File: config.mk
export PLATFORM = sky130hd
export DESIGN_NAME = lmsm_sequencer
export DESIGN_NICKNAME = d
export VERILOG_FILES = /design/src/rtl/lmsm_sequencer_pkg.sv /design/src/rtl/lmsm_sequencer_pri_enc8.sv /design/src/rtl/lmsm_sequencer.sv
export SDC_FILE = /design/constraint.sdc
export NUM_CORES = 1
export LEC_CHECK = 0
export BUFFER_PORTS_ARGS = -buffer_cell sky130_fd_sc_hd__buf_2
export CORE_UTILIZATION = 47
export DETAILED_ROUTE_END_ITERATION = 8
export HOLD_SLACK_MARGIN = 0.15
export PLACE_DENSITY = 0.78
export SYNTH_ARGS = -nofsm -noshare
export SYNTH_HDL_FRONTEND = slang
export SYNTH_SLANG_ARGS = --single-unit
File: constraint.sdc
create_clock -name clk -period 2 [get_ports clk]
set_input_delay 0.4 -clock clk [delete_from_list [all_inputs] [get_ports clk]]
set_output_delay 0.4 -clock clk [all_outputs]
set_load 0.05 [all_outputs]
File: src/rtl/lmsm_sequencer_pkg.sv
`default_nettype none
// ============================================================================
// Module  : lmsm_sequencer_pkg
// Purpose : State encodings shared by the LM/SM sequencer and main controller.
// Revision: 1.0 - initial release
// ============================================================================
package lmsm_sequencer_pkg;

    typedef logic [1:0] state_t;

    localparam state_t c_S_IDLE = 2'd0;
    localparam state_t c_S_XFER = 2'd1;
    localparam state_t c_S_DONE = 2'd2;

endpackage : lmsm_sequencer_pkg
`default_nettype wire

File: src/rtl/lmsm_sequencer_pri_enc8.sv
`default_nettype none
// ============================================================================
// Module  : pri_enc8
// Purpose : 8-bit priority encoder, lowest set bit wins.
// Revision: 1.0 - initial release
// ============================================================================
module pri_enc8 (
    input  logic [7:0] list,
    output logic       valid,
    output logic [2:0] idx
);

    // Scan downward so the lowest set bit is the last one assigned.
    always_comb begin
        valid = 1'b0;
        idx   = 3'd0;
        for (int i = 7; i >= 0; i--) begin
            if (list[i]) begin
                valid = 1'b1;
                idx   = 3'(i);
            end
        end
    end

endmodule : pri_enc8
`default_nettype wire

File: src/rtl/lmsm_sequencer.sv
`default_nettype none
// ============================================================================
// Module  : lmsm_sequencer
// Purpose : Walks the LM/SM register list, one RF/memory transfer per cycle.
// Revision: 1.0 - initial release
// ============================================================================
module lmsm_sequencer
    import lmsm_sequencer_pkg::*;
#(
    parameter int ADDR_W = 16,
    parameter int NREGS  = 8,
    parameter int RA_W   = 3
) (
    input  logic              clk,
    input  logic              reset,
    input  logic              start,
    input  logic              is_store,
    input  logic [NREGS-1:0]  reg_list,
    input  logic [ADDR_W-1:0] base_addr,
    input  logic              mem_ready,
    output logic              busy,
    output logic              done,
    output logic [ADDR_W-1:0] mem_addr,
    output logic              mem_re,
    output logic              mem_we,
    output logic [RA_W-1:0]   rf_addr,
    output logic              rf_we
);

    state_t              r_state;
    state_t              w_next;
    logic [NREGS-1:0]    r_pend;
    logic [ADDR_W-1:0]   r_base;
    logic [RA_W:0]       r_offset;
    logic                r_store;

    logic                w_valid;
    logic [2:0]          w_idx;
    logic [NREGS-1:0]    w_onehot;
    logic [NREGS-1:0]    w_pend_clr;
    logic                w_xfer;

    pri_enc8 u_pri_enc8 (
        .list  (r_pend),
        .valid (w_valid),
        .idx   (w_idx)
    );

    assign w_onehot   = NREGS'(1) << w_idx;
    assign w_pend_clr = r_pend & ~w_onehot;
    assign w_xfer     = (r_state == c_S_XFER) && w_valid;

    always_ff @(posedge clk) begin
        if (reset) begin
            r_state <= c_S_IDLE;
        end else begin
            r_state <= w_next;
        end
    end

    always_ff @(posedge clk) begin
        if (reset) begin
            r_pend   <= '0;
            r_base   <= '0;
            r_offset <= '0;
            r_store  <= 1'b0;
        end else if (r_state == c_S_IDLE) begin
            if (start) begin
                r_pend   <= reg_list;
                r_base   <= base_addr;
                r_offset <= '0;
                r_store  <= is_store;
            end
        end else if (w_xfer && mem_ready) begin
            r_pend   <= w_pend_clr;
            r_offset <= r_offset + (RA_W + 1)'(1);
        end
    end

    always_comb begin
        w_next = r_state;
        case (r_state)
            c_S_IDLE: begin
                if (start) begin
                    w_next = (reg_list != '0) ? c_S_XFER : c_S_DONE;
                end
            end
            c_S_XFER: begin
                if (mem_ready && (w_pend_clr == '0)) begin
                    w_next = c_S_DONE;
                end
            end
            c_S_DONE: w_next = c_S_IDLE;
            default:  w_next = c_S_IDLE;
        endcase
    end

    // Address is base plus transfers completed; the adder wraps naturally.
    always_comb begin
        busy     = (r_state != c_S_IDLE);
        done     = (r_state == c_S_DONE);
        mem_addr = r_base + ADDR_W'(r_offset);
        rf_addr  = RA_W'(w_idx);
        mem_re   = w_xfer && !r_store;
        mem_we   = w_xfer && r_store;
        rf_we    = w_xfer && !r_store && mem_ready;
    end

endmodule : lmsm_sequencer
`default_nettype wire
==> flow_summary.toml <==
[status]
outcome = "complete, but fails checks"
failed_checks = "negative setup slack"

[detailed_routing]
detail-route-antenna-nets = 0
totalWireLength_um = 6727
num_vias = 2235
vias_per_cell = 5.897
routedWlPerCell_um = 17.75
firstDrtPassIters = 5
drc_errors = 0
drt-initial-drc-count = 207

[logic_synthesis]
postSynth.asyncResetShare_pct = 0
ys_ff_latch = 31
yosysWarnings = 0
synth_edf_count = 0
synthTopCellsByArea = "dfxtp_1, nand2_1, a21oi_1"
synth_top_family_by_area = "simple AND/OR/NAND/NOR gates"
synth_adder_area_share_pct = 4.469
ys_types = 47
yosys.area.top_type_share_pct = 33.58
synth_largest_area_cell = "dfxtp_1"
synth.cell_area_um2 = 1848
yosys.area_share.simple_pct = 27.35
synth_compound_area_share_pct = 21.06
syn_area_per_cell_um2 = 7.765
syn_nets = 273
synth_xor_area_share_pct = 7.583
synth_mux_area_share_pct = 0
ys_seq_area_share_pct = 33.58
synthCells = 238
synth-main-ff-cell = "dfxtp_1"

[job]
drv_cap = 0

[clock_tree]
holdBufCountCts = 0
clkLatencyLatePin_ns = 0.29
numCtsBuffers = 5
root_buffer = "clkbuf_8"
cts_buffer_depth = 2
htreeDepth = 2
cts_tree = "done"
cts.sinks = 31
path_clk_slew_ns = 0.06

[worst_setup_path]
crit_arrival_ns = 2.16
critPathMaxFanout = 6
cp.required_ns = 1.60
worstSetupPathType = "reg2out"
cp-end-kind = "output port"
cp-start-kind = "flop"

[timing]
relSlewSlack_pct = 61.99
grt_setup_unrepaired = "true"
worst_pin_slew_ns = 0.5690
max_freq_ghz = 0.3904
min_period_ns = 2.562
fin_crit_sh_pct = 128.1
layout_setup_ws_ns = -0.5617
hold_violations = 0
setup_viol = 14
clock-skew-final_ns = 0.008211
slew_viol_final = 0

[die]
die_w_um = 64.71
core_area_um2 = 3716
initial_core_util_pct = 49.73
ios = 53
dieArea_um2 = 4187
num_rows = 22
die_h_um = 64.71

[global_routing]
first_global_vias = 2178
gr-total-overflow = 0
grt_antenna_before_repair = 0
grt_pass1_wl_um = 9867
grt_max_degree = 24
grt_usage_pct = 31.71

[place]
placed_area_um2 = 2730
gp_congestion = 0.9367
dp_cells = 359
place_hpwl_um = 3905
place_ws_ns = -0.3422
port_buffers = 52

[layout]
fillers = 198
diodes = 0
multi_input_area_um2 = 1577
layout.nets = 365
seq_area_um2 = 639.4
finalInstanceArea_um2 = 3184
instances_no_fill = 379
utilization_pct = 85.69
area_delta_synth_final_pct = 72.31
drive_gt1_share_pct = 50.45

[power]
pwr-share-comb_pct = 37.8
p_seq_share_pct = 35.1
switching_power_mw = 0.7428
power.share.clock_pct = 27.1
power_density_nw_per_um2 = 634.2
ir_drop_v = 0.0005502
sw_frac_of_total_pct = 36.78
intPower_mw = 1.277
p_leak_nw = 1.360

[min_path]
hp-class = "in2reg"
## layout by cell type, fill, tap and decap left out, types with 3 or more instances in the layout
cell type and n:
nand2_1 47, buf_4 40, buf_2 32, buf_6 23, a21oi_1 22, dfxtp_1 20, nand3_1 13, dfxtp_2 9
inv_1 8, a31oi_1 8, clkbuf_8 7, xor2_4 6, nor4_1 5, xor2_2 4, a211oi_4 4, nand2b_1 4
ha_4 4, a211oi_2 3, xnor2_4 3, nor2_1 3, nor2_2 3, o211ai_1 3, nor3_1 3, nand3b_1 3
## synth_stat cells, types with 2 or more instances
library cell / n
a211oi_1: 6
nor3_1: 4
xnor2_1: 5
nor2b_1: 3
o21ai_1: 3
buf_6: 3
a31oi_1: 8
nor4b_1: 2
o211ai_1: 3
nand2_1: 48
o21ai_0: 2
nor2_1: 7
nand2b_1: 5
a2111oi_0: 2
inv_1: 9
nand3b_1: 3
dfxtp_1: 31
nand3_1: 14
a21boi_1: 2
clkbuf_1: 9
a21oi_1: 25
xor2_1: 11
ha_1: 5
nor4_1: 5
## stage by stage
| stage | hold WS, ns | total power [mW] | TNS, ns |
|---|---|---|---|
| floorplan | 0.4536 | 1.192 | -1.967 |
| global placement | 0.4651 | 1.372 | -2.085 |
| detailed placement | 0.4716 | 1.384 | -2.450 |
| CTS | 0.3413 | 1.982 | -4.751 |
| global route | 0.3360 | 2.109 | -6.303 |
| finish | 0.3463 | 2.020 | -5.333 |
## sequential cells by signal, summed over array words and instances, names as in the netlist
signal,count
r_base,16
r_offset,4
r_pend,8
r_state,2
r_store,1
## critical path: stages (launching register included)
cell and delay, ns:
dfxtp_2 0.35, ha_4 0.14, inv_2 0.03, fa_2 0.36, nor2b_4 0.15, o21ai_4 0.13
buf_4 0.18, a21oi_4 0.21, xor2_4 0.16, buf_6 0.17
## what timing repair did
| action | in CTS | in global routing |
|---|---|---|
| setup endpoints to repair | 18 | 20 |
| pin swaps | 12 | 16 |
| setup buffers | 9 | 7 |
| gates resized for setup | 57 | 16 |
## power by group through the flow
stage / Combinational (mW) / Sequential (mW) / Clock (mW)
2_1_floorplan: 0.465 / 0.727 / 0
3_3_place_gp: 0.656 / 0.716 / 0
3_5_place_dp: 0.665 / 0.719 / 0
4_1_cts: 0.726 / 0.707 / 0.549
5_1_grt: 0.801 / 0.714 / 0.594
6_report: 0.763 / 0.710 / 0.547
## layer usage
layer	up-vias	global-route usage (%)	part of all wire, %
met1	1055	34.87	36
met4	0	18.89	5.5
met5	-	0	0
met3	37	8.627	6.5
li1	1013	-	-
met2	130	54.04	52
## layout make-up
type                    instances  share of cell area [%]
multi-input cells             184                   49.51
well taps                      48                   1.886
inverters                       9                   1.061
clock buffers                   8                   3.143
flip-flops and latches         31                   20.08
repair buffers                 99                   24.32
## final timing paths
| kind | startpoint | end | slack [ns] | cells past startpoint |
|---|---|---|---|---|
| worst max-delay path | r_base[0] | mem_addr[6] | -0.56 | 9 |
| worst min-delay path | base_addr[0] | r_base[0] | 0.35 | 3 |
| worst min register to register | r_base[3] | r_base[3] | 0.49 | 2 |
| worst max register to register | r_state[0] | r_pend[1] | 0.23 | 4 |
## kinds of logic (layout without fill, tap and decap cells)
logic type / count (synthesis) / in the layout
xor+xnor: 16 / 16
compound gates: 60 / 60
flops: 31 / 31
buf+inv: 23 / 116
simple gates: 102 / 102
fa+ha+maj: 6 / 6
Power figures use the tool's default switching activity.
